**config.mk**
```make
export PLATFORM = sky130hd
export DESIGN_NAME = mul_div_unit
export DESIGN_NICKNAME = d
export VERILOG_FILES = /design/src/rtl/alu_pkg.sv /design/src/rtl/mul_div_unit_div_step.sv /design/src/rtl/mul_div_unit.sv
export SDC_FILE = /design/constraint.sdc
export NUM_CORES = 1
export LEC_CHECK = 0
export BUFFER_PORTS_ARGS = -buffer_cell sky130_fd_sc_hd__buf_2
export CORE_ASPECT_RATIO = 0.9
export CORE_UTILIZATION = 30
export DETAILED_ROUTE_END_ITERATION = 10
export HOLD_SLACK_MARGIN = 0.15
export SETUP_SLACK_MARGIN = 0.5
export SKIP_CTS_REPAIR_TIMING = 1
export SLEW_MARGIN = 25
export SYNTH_ARGS = -nofsm -noshare
export SYNTH_HDL_FRONTEND = slang
export SYNTH_HIERARCHICAL = 1
export SYNTH_SLANG_ARGS = --single-unit
```
**constraint.sdc**
```tcl
create_clock -name clk -period 3.6 [get_ports clk]
set_input_delay 0.18 -clock clk [delete_from_list [all_inputs] [get_ports clk]]
set_output_delay 0.18 -clock clk [all_outputs]
set_load 0.05 [all_outputs]
```
**src/rtl/alu_pkg.sv**
```systemverilog
// Shared command codes, FSM state encoding and default operand width
// for the BreadBoard ALU command channels.
package alu_pkg;

   localparam int DEF_WIDTH = 16;

   localparam logic [3:0] CMD_ADD = 4'd1;
   localparam logic [3:0] CMD_SUB = 4'd2;
   localparam logic [3:0] CMD_MUL = 4'd3;
   localparam logic [3:0] CMD_DIV = 4'd4;
   localparam logic [3:0] CMD_MOD = 4'd5;

   typedef enum logic [1:0] {
      IDLE = 2'd0,
      MUL  = 2'd1,
      DIV  = 2'd2,
      FIN  = 2'd3
   } state_t;

endpackage

```
**src/rtl/mul_div_unit_div_step.sv**
```systemverilog
// One restoring-division step: shift the next dividend bit into the partial
// remainder and subtract the divisor when it fits.
module div_step #(
   parameter int WIDTH = 16
) (
   input  logic [WIDTH-1:0] rem_in,
   input  logic             bit_in,
   input  logic [WIDTH-1:0] divisor,
   output logic [WIDTH-1:0] rem_out,
   output logic             q_bit
);

   logic [WIDTH:0] trial;

   // rem_in < divisor, so the trial value is below 2*divisor and the
   // difference always fits back into WIDTH bits.
   always_comb begin
      trial   = {rem_in, bit_in};
      q_bit   = (trial >= {1'b0, divisor});
      rem_out = q_bit ? WIDTH'(trial - {1'b0, divisor}) : trial[WIDTH-1:0];
   end

endmodule

```
**src/rtl/mul_div_unit.sv**
```systemverilog
// Iterative unsigned multiply / divide / modulo engine with a start/busy/done
// handshake; one operand bit is processed per cycle.
module mul_div_unit
   import alu_pkg::*;
#(
   parameter int WIDTH = DEF_WIDTH,
   parameter int RES_W = 2 * WIDTH
) (
   input  logic             clk,
   input  logic             rst_n,
   input  logic             start,
   input  logic [3:0]       command,
   input  logic [WIDTH-1:0] inputA,
   input  logic [WIDTH-1:0] inputB,
   output logic             busy,
   output logic             done,
   output logic [RES_W-1:0] result,
   output logic             error
);

   localparam int                CNT_W = $clog2(WIDTH);
   localparam logic [CNT_W-1:0]  LAST  = CNT_W'(WIDTH - 1);

   state_t             state, state_nx;
   logic [CNT_W-1:0]   cnt;
   logic [3:0]         cmd_r;
   logic [RES_W-1:0]   opa;
   logic [WIDTH-1:0]   opb;
   logic [RES_W-1:0]   prod;
   logic [WIDTH-1:0]   rem;
   logic               err_pend;
   logic               is_mul, is_dm;
   logic [WIDTH-1:0]   rem_nx;
   logic               q_bit;

   assign is_mul = (command == CMD_MUL);
   assign is_dm  = (command == CMD_DIV) || (command == CMD_MOD);

   // In DIV the low half of opa is the dividend; quotient bits shift in behind it.
   div_step #(.WIDTH(WIDTH)) u_div_step (
      .rem_in  (rem),
      .bit_in  (opa[WIDTH-1]),
      .divisor (opb),
      .rem_out (rem_nx),
      .q_bit   (q_bit)
   );

   always_ff @(posedge clk or negedge rst_n) begin
      if (!rst_n) state <= IDLE;
      else        state <= state_nx;
   end

   always_comb begin
      state_nx = state;
      case (state)
         IDLE: begin
            if (start) begin
               if (is_mul)                      state_nx = MUL;
               else if (is_dm && inputB != '0)  state_nx = DIV;
               else                             state_nx = FIN;
            end
         end
         MUL, DIV: if (cnt == LAST) state_nx = FIN;
         FIN:      state_nx = IDLE;
         default:  state_nx = IDLE;
      endcase
   end

   always_ff @(posedge clk or negedge rst_n) begin
      if (!rst_n) begin
         busy     <= 1'b0;
         done     <= 1'b0;
         result   <= '0;
         error    <= 1'b0;
         cnt      <= '0;
         cmd_r    <= '0;
         opa      <= '0;
         opb      <= '0;
         prod     <= '0;
         rem      <= '0;
         err_pend <= 1'b0;
      end else begin
         done <= 1'b0;
         case (state)
            IDLE: begin
               if (start) begin
                  cmd_r    <= command;
                  opa      <= {{(RES_W-WIDTH){1'b0}}, inputA};
                  opb      <= inputB;
                  prod     <= '0;
                  rem      <= '0;
                  cnt      <= '0;
                  error    <= 1'b0;
                  busy     <= 1'b1;
                  err_pend <= !(is_mul || (is_dm && inputB != '0));
               end
            end
            MUL: begin
               prod <= prod + (opb[0] ? opa : '0);
               opa  <= opa << 1;
               opb  <= opb >> 1;
               cnt  <= cnt + 1'b1;
            end
            DIV: begin
               opa[WIDTH-1:0] <= {opa[WIDTH-2:0], q_bit};
               rem            <= rem_nx;
               cnt            <= cnt + 1'b1;
            end
            FIN: begin
               busy  <= 1'b0;
               done  <= 1'b1;
               error <= err_pend;
               if (err_pend) begin
                  if (cmd_r == CMD_DIV)      result <= '1;
                  else if (cmd_r == CMD_MOD) result <= {{(RES_W-WIDTH){1'b0}}, opa[WIDTH-1:0]};
                  else                       result <= '0;
               end else begin
                  if (cmd_r == CMD_MUL)      result <= prod;
                  else if (cmd_r == CMD_DIV) result <= {{(RES_W-WIDTH){1'b0}}, opa[WIDTH-1:0]};
                  else                       result <= {{(RES_W-WIDTH){1'b0}}, rem};
               end
            end
            default: ;
         endcase
      end
   end

endmodule

```
## After elaboration in Yosys (flattened, before gate mapping)

Index checks and enable logic that the tools add are counted.

| cells by class | value |
|---|---|
| $add $sub $neg | 3 |
| multipliers | 0 |
| div/mod/pow operators | 0 |
| order comparisons | 1 |
| equal/unequal tests | 12 |
| shift operators | 0 |
| muxes and demuxes | 28 |
| bitwise gates (word level) | 0 |
| reductions and logical operators | 19 |

Operators by type and width:

| kind | count |
|---|---|
| $mux W32 | 6 |
| $pmux W16 S2 | 3 |
| $mux W16 | 5 |
| $pmux W32 S2 | 1 |
| $pmux W16 S3 | 1 |
| $add A32 B32 Y32 | 1 |
| $ge A17 B16 Y1 | 1 |
| $eq A4 B3 Y1 const B | 4 |
| $reduce_bool A16 Y1 | 1 |
| $sub A16 B16 Y16 | 1 |
| $reduce_and A2 Y1 | 7 |
| $eq A4 B2 Y1 const B | 2 |
| $pmux W4 S2 | 1 |
| $reduce_bool A2 Y1 | 4 |
| $mux W2 | 3 |
| $pmux W2 S3 | 1 |
| $add A4 B1 Y4 const B | 1 |
| $eq A2 B2 Y1 const B | 2 |
| $eq A4 B4 Y1 const B | 1 |
| $mux W1 | 4 |
| $mux W4 | 1 |
| $pmux W1 S2 | 2 |
| $reduce_bool A3 Y1 | 1 |
| $eq A2 B1 Y1 const B | 1 |
| 7 further kinds | 8 |

| word-level totals | value |
|---|---|
| flip-flop bits (word level) | 142 |
| latch bits | 0 |
| RAM bits | 0 |
| memory bits (read-only) | 0 |
| input port bits | 39 |
| output and inout port bits | 35 |
| logic and storage cells | 76 |
| memories | 0 |

## Longest topological paths before layout

Gate-level depths: netlist of run 1.

| depth | value |
|---|---|
| depth after elaboration | 7 |
| mapped depth | 14 |
| depth with buffers taken out | 13 |

## By module

Netlist of run 1, hierarchy kept.

Modules (own cells, without submodules):

| module | instances | cells an instance | area an instance (um2) | seq. area each (um2) |
|---|---|---|---|---|
| mul_div_unit | 1 | 862 | 7951.4 | 3553.4 |
| div_step | 1 | 158 | 1158.6 | 0.0 |

## Worst setup path after synthesis of run 1

OpenSTA, ideal clock, no wires.

| timing path | value |
|---|---|
| path type | reg-to-reg |
| start | register opb[0] |
| end | register prod[31] |
| library setup time | 124 ps |
| arrival | 2707 ps |
| data required time | 3476 ps |
| slack | 769 ps |
| cell stages (with the launch flop) | 11 |
| path buffers | 1 |
| clock period less this slack | 2831 ps |
| path through | dfrtp_1 clkbuf_1 and2_1 ha_1 a21o_1 a211o_1 a221oi_2 a21boi_2 a2111o_1 and3_1 a211o_1 |

| between the ends | value |
|---|---|
| cells in the longest elaborated chain, start to end | 3 |

Ends and longest elaborated chain:

| item | RTL line | RTL |
|---|---|---|
| start, declared | mul_div_unit.sv:28 | `logic [WIDTH-1:0] opb;` |
| start signal, assigned | mul_div_unit.sv:89 | `opb <= inputB;` |
| start signal, assigned | mul_div_unit.sv:101 | `opb <= opb >> 1;` |
| $mux W32 | mul_div_unit.sv:99 | `prod <= prod + (opb[0] ? opa : '0);` |
| $add A32 B32 Y32 | mul_div_unit.sv:99 |  |
| $pmux W32 S2 | mul_div_unit.sv:84 | `case (state)` |
| end signal, assigned | mul_div_unit.sv:99 |  |
| end, declared | mul_div_unit.sv:29 | `logic [RES_W-1:0] prod;` |

No other way between the ends.
A chain may end at the register's enable or synchronous reset.

## Worst setup path after layout of run 1

Same ends and word-level chain as after synthesis.

==> results.md, run 1 <==
* 1st-iter DRT viols at 605
* Crit path largest cell delay at 520 ps
* Final Critical Period at between 3000 and 4000 ps
* Worst slew margin at roughly two fifths
* Fmax at 0.324 GHz
* FF-to-FF path depth at 12
* Synth Instances at 1020
* Critical path destination: prod[31]$_DFFE_PN0P_
* Number of cells on the critical path at 12
* Outcome: complete, no violations
* Switching share of power at about half
* Mapped cell area at around 9100 um2
* Global-route wire length before repair at 40800 um
* FF-to-FF Start: opb[0]$_DFFE_PN0P_
* Synth Area in Compound Gates at roughly 25%
* Synth Area per Inst at between 8 and 9 um2
* Pins Over Slew Limit at 0
* Worst slew pin tran at roughly 900 ps
* Req. time, crit path at a little under 4000 ps
* GR Overflow Total at 0
* Max_cap viols at 0
* Worst R2R End: prod[31]$_DFFE_PN0P_
* Largest net degree at the start of global routing at 94
* Met3 WL at 1010 um
* Max H-tree Level at 4
* CP Launch Type: register
* Max IR drop VDD at 0.000435 V
* YS warnings at 6
* WP buf/inv at 1
* Post-synth EDFFs at 0
* TritonCTS clock tree: built
* Syn nets at between 1000 and 1500
* Worst Hold Class: input pin to register
* Area share of xor/xnor cells in the synthesized design at between 2 and 3%
* Total negative slack at 0 ps
* Clock sink count at 142
* Layout cells sized above 1 at roughly 16%
* Die Y at 167 um
* Crit path kind: register to register
* Die W at between 150 and 200 um
* RSZ-0062 raised after global routing: true
* Main combinational cell family by area after synthesis: compound AO/OA/AOI/OAI gates
* Synth Area in Adders at approximately 7.7%
* Gr usage total at between 10% and 20%
* Distinct cell type count after synthesis at 66
* CP Launch Point: opb[0]$_DFFE_PN0P_
* Static leakage at a little over 5 nW
* CTS buffer count at 17
* CP cell instances: buf_4, and2_1, ha_4, a21o_1, a31o_1, a211oi_2, o21ai_4, nand3_4, a21boi_2, a2111o_1, and3_1, a211o_1
* DP HPWL at 17900 um
* Port Buffers at 73
* Met2 wire len at 11300 um
* WL final at between 20000 and 30000 um
* Mux cell area share after synthesis at about 5.4%
* Vias in the first global route at 7490
* Post-Route M1 WL at about 13000 um
* P_sw at between 4 and 5 mW
* Routability cong. at roughly 0.84
* Antenna Cells at 0
* CORE AREA at 29900 um2
* DR pass1 iterations at 5
* Async SR Flop Fraction at 100%
* Crit Path Max Fanout at 7
* DRC violations left at 0
* Vias per std cell at 5.16
* Clock skew at around 17 ps
* Top-level port count at 74
* CP max-delay cell: dfrtp_4
* Sequential share of power at ~27%
* DRT antenna net count at 0
* Overall via count from detail_route at ~7800
* Post-synthesis register bit count at approximately 140
* Worst setup margin at around 510 ps
* Pint at 5.37 mW
* DR WL/cell at 17.0 um
* Die area at approximately 31000 um2
* Post-synth top flop: dfrtp_1
* Antenna violations before repair at 0
* CP delay by family, top: compound AO/OA/AOI/OAI gates
* Highest routed layer: met4
* Initial Util at between 30% and 40%
* # setup viols final at 0
* Worst EP arrival at 3400 ps
* Final hold violations at 0
* FF-to-FF setup slack at 510 ps
* Clk_lat worst skew at between 400 and 500 ps
* Seq/Total Area, Yosys at about 40%
* Clock tree buffer depth at 2
* Clock share of power at between 15 and 20%
* Area grow syn2layout at 19.9%
* Final Cycle Share at a little under nine tenths
* Row count at 60
* Clock transition at path regs at around 70 ps
* Pre-CTS setup slack at roughly 300 ps
* Gate power share at a little over half
* Nets at 1195
* Pwr dens at around 950 nW/um2
* CTS Root Cell: clkbuf_16
* Setup crit end kind: register
* Synth Area in Simple Gates at between 15 and 20%
cells by family (layout without fill, tap and decap cells):
family                   after synthesis  after routing
AO/OA/AOI/OAI                        340            340
flip-flops                           142            142
adder cells (fa/ha/maj)               55             55
buffers and inverters                 93            186
multiplexers                          45             45
XOR/XNOR                              29             29
AND/OR/NAND/NOR                      316            316
synth_stat cells, types with 4 or more instances:
cell,n,area (um2)
nand2_1,96,360
nor4_1,4,25.0
mux2i_1,33,330
mux2_4,7,105
xor2_1,11,96.3
nand3_1,16,80.1
dfrtp_1,142,3550
a211oi_1,5,37.5
buf_1,4,15.0
a211o_1,22,193
o21a_1,8,60.1
o31ai_1,13,97.6
nand2b_1,6,37.5
a32o_1,6,60.1
a21o_1,26,195
a22o_1,37,324
mux2_2,5,56.3
inv_1,37,139
ha_1,53,663
nand4_1,7,43.8
xnor2_1,18,158
o21ai_0,78,390
o21ai_1,10,50.1
and2_1,36,225
and3_1,11,68.8
o211ai_1,7,52.6
nor2b_1,22,138
a21oi_1,96,480
nor2_1,99,372
nor3_1,5,25.0
a31oi_1,5,31.3
clkbuf_1,46,173
metrics by stage:
stage / instance area (um2) / hold WS, ps / util, % / power, mW / std cells
2_1_floorplan: 9110 / -116 / - / 6.91 / 1020
3_3_place_gp: 9930 / 338 / 33.2 / 8.28 / 1459
3_5_place_dp: 9930 / 344 / 33.2 / 8.37 / 1459
4_1_cts: 10500 / -116 / 35.3 / 10.3 / 1490
5_1_grt: 10900 / 151 / 36.6 / 11.1 / 1516
6_report: 10900 / 100 / 36.6 / 10.3 / 1516
worst min-delay path by stage:
| stage | startpoint | to | slack (ps) | cells after the start |
|---|---|---|---|---|
| after global routing | inputB[11] | opb[11]$_DFFE_PN0P_ | 150 | 3 |
| after detailed placement | rst_n | opb[4]$_DFFE_PN0P_ | 340 | 1 |
| after CTS | rst_n | opb[4]$_DFFE_PN0P_ | -120 | 1 |
| final | inputB[11] | opb[11]$_DFFE_PN0P_ | 100 | 3 |
| after global placement | rst_n | opb[4]$_DFFE_PN0P_ | 340 | 1 |
| after floorplan | rst_n | busy$_DFFE_PN0P_ | -120 | 0 |
routing by layer:
metal,global-route usage [%],vias to the layer above
met5,0,-
met4,4.17,0
met3,3.22,20
met2,24.9,137
met1,24.4,3838
li1,-,3822
layout make-up:
| class | instances | area [um2] |
|---|---|---|
| Multi-Input combinational cell | 785 | 5350 |
| Inverter | 39 | 151 |
| Timing Repair Buffer | 116 | 757 |
| Clock inverter | 13 | 164 |
| Tap cell | 403 | 504 |
| Fill cell | 3141 | 19000 |
| Clock buffer | 18 | 439 |
| Sequential cell | 142 | 3560 |
state kept, by name (all words and copies together), names as in the netlist:
name,flops
opa,32
prod,32
result,32
opb,16
rem,16
cmd_r,4
cnt,4
state,2
busy,1
done,1
err_pend,1
error,1
power groups by stage:
stage / logic [mW] / clock network (mW) / registers, mW
after CTS: 5.55 / 1.89 / 2.83
after global routing: 6.24 / 1.96 / 2.91
after detailed placement: 5.53 / 0 / 2.85
after floorplan: 3.62 / 0 / 3.29
final: 5.66 / 1.85 / 2.83
after global placement: 5.44 / 0 / 2.84
worst min-delay path: stages:
cell	delay, ps
buf_2	100
mux2i_1	60
o21ai_0	150
cells in the final DEF, fill, tap and decap left out, types with 11 or more instances in the layout:
cell,instances
nor2b_1,22
o21ai_0,77
dlygate4sd3_1,20
a21oi_1,91
xor2_1,11
clkbuf_16,17
a211o_1,22
ha_1,48
o31ai_1,12
mux2i_1,32
and2_1,35
a21o_1,26
xnor2_1,18
nor2_1,97
inv_1,36
a22o_1,37
and3_1,11
nand3_1,14
nand2_1,95
dfrtp_1,141
buf_4,22
buf_2,72
(Power assumes the default switching activity.)
==> inputs of run 2 (changes only) <==
clock period = 3.2 ns   (was 3.6 ns; I/O delays follow)
==> results.md, run 2 (synthesis results as in run 1) <==
* Setup crit end kind: register
* Die W at 186 um (unchanged)
* CTS Root Cell: clkbuf_16
* Die area at 31100 um2 (unchanged)
* Max_cap viols at 0 (unchanged)
* Final Critical Period at 2930 ps (-151 ps)
* CTS buffer count at 17 (unchanged)
* Routability cong. at 0.875 (+4.0%)
* Row count at 60 (unchanged)
* Gr usage total at 16.8% (+0.14 points)
* Layout cells sized above 1 at 21.1% (+5.1 points)
* DR pass1 iterations at 5 (unchanged)
* Top-level port count at 74 (unchanged)
* Overall via count from detail_route at 7928 (+1.4%)
* GR Overflow Total at 0 (unchanged)
* Worst slew margin at 48.0% (+9.5 points)
* Pre-CTS setup slack at 172 ps (-128 ps)
* Final hold violations at 0 (unchanged)
* Global-route wire length before repair at 41100 um (+0.69%)
* FF-to-FF Start: opb[0]$_DFFE_PN0P_
* Placed cells at 1480 (+1.4%)
* Antenna violations before repair at 0 (unchanged)
* DP HPWL at 18200 um (+1.8%)
* FF-to-FF path depth at 12 (unchanged)
* Final Cycle Share at 91.7% (+6.0 points)
* Req. time, crit path at 3520 ps (-400 ps)
* Hold_sp: start
* Most frequent cells in the layout: dfrtp_1, nor2_1, nand2_1
* Die Y at 167 um (unchanged)
* Worst EP arrival at 3260 ps (-140 ps)
* Clk_lat worst skew at 430 ps (about the same)
* WL final at 26100 um (+1.2%)
* Dpl cell area at 10200 um2 (+2.5%)
* Clock tree buffer depth at 2 (unchanged)
* Outcome: complete, no violations
* Fin Hold WS at 141 ps (+40.7 ps)
* CORE AREA at 29900 um2 (unchanged)
* WHS Endpoint: busy$_DFFE_PN0P_
* Worst slew pin tran at 780 ps (-143 ps)
* Max IR drop VDD at 0.000443 V (+1.9%)
* FF-to-FF setup slack at 270 ps (-250 ps)
* CP Launch Type: register
* Nets at 1231 (+3.0%)
* Total negative slack at 0 ps (unchanged)
* Vias per std cell at 5.11 (-0.93%)
* DR WL/cell at 16.8 um (-1.1%)
* Finished Layout Cells at 1552 (+2.4%)
* Largest net degree at the start of global routing at 79 (-16%)
* Vias in the first global route at 7586 (+1.3%)
* Biggest regs: opa: 32 flops, prod: 32 flops, result: 32 flops
* Post-route cell area at 11500 um2 (+5.0%)
* Pwr dens at 1050 nW/um2 (+11%)
* Most common cell after layout, fill and taps aside: dfrtp_1
* Area grow syn2layout at 25.9%
* Design Power at 12.1 mW (+17%)
* Antenna Cells at 0 (unchanged)
* Worst setup margin at 266 ps (-249 ps)
* DRT antenna net count at 0 (unchanged)
* Port Buffers at 73 (unchanged)
* Clock sink count at 142 (unchanged)
* DRC violations left at 0 (unchanged)
* RSZ-0062 raised after global routing: true
* Fmax at 0.341 GHz (+5.1%)
* Max H-tree Level at 4 (unchanged)
* Worst R2R End: prod[24]$_DFFE_PN0P_
* TritonCTS clock tree: built
* Initial Util at 30.5% (unchanged)
* 1st-iter DRT viols at 531 (-12%)
* Static leakage at 5.27 nW (+3.4%)
* Hold path depth at 3 (unchanged)
* Clock transition at path regs at 70 ps (about the same)
* Pins Over Slew Limit at 0 (unchanged)
* Worst Hold Class: input pin to register
* Crit Path Max Fanout at 6 (-1)
* Crit path kind: register to register
* Clock skew at 19.7 ps (+2.55 ps)
* # setup viols final at 0 (unchanged)
* Final Core Density at 38.4% (+1.8 points)
## run 2: critical path, stage by stage, from the launching register on
cell and delay [ps]:
dfrtp_2 470, and2_4 170, ha_4 150, inv_2 60, fa_2 210, nor2b_2 50
o31a_1 320, o311a_1 380, o211ai_1 230, nand2_2 160, a21boi_4 250, o21ai_0 130
a32o_1 260
## run 2: layout make-up
type / count / area (um2)
sequential: 142 / 3560
multi-input combinational: 785 / 5620
tap: 403 / 504
fill: 3038 / 18400
inverter: 39 / 154
clock buffer: 22 / 454
timing repair buffer: 152 / 1070
clock inverter: 9 / 111
## run 2: how the worst max path moves through the flow
stage | from | end | slack [ps] | cells after the start
global route | opb[0]$_DFFE_PN0P_ | prod[26]$_DFFE_PN0P_ | 160 | 13
detailed placement | opb[0]$_DFFE_PN0P_ | prod[29]$_DFFE_PN0P_ | 170 | 12
CTS | opb[0]$_DFFE_PN0P_ | prod[29]$_DFFE_PN0P_ | 170 | 12
global placement | opb[0]$_DFFE_PN0P_ | prod[29]$_DFFE_PN0P_ | 220 | 12
finish | opb[0]$_DFFE_PN0P_ | prod[24]$_DFFE_PN0P_ | 270 | 12
floorplan | opb[0]$_DFFE_PN0P_ | prod[31]$_DFFE_PN0P_ | 470 | 12
## run 2: where the power goes
group,total [mW],internal [mW],switching [mW]
registers,3.12,2.49,0.632
logic,7.00,2.73,4.26
clock network,1.97,1.17,0.805
## run 2: metal layers
metal / up-vias / routed length (um) / track usage (%)
li1: 3888 / - / -
met1: 3871 / 13200 / 24.9
met2: 154 / 11500 / 24.7
met3: 15 / 1130 / 3.57
met4: 0 / 208 / 3.67
met5: - / 0 / 0
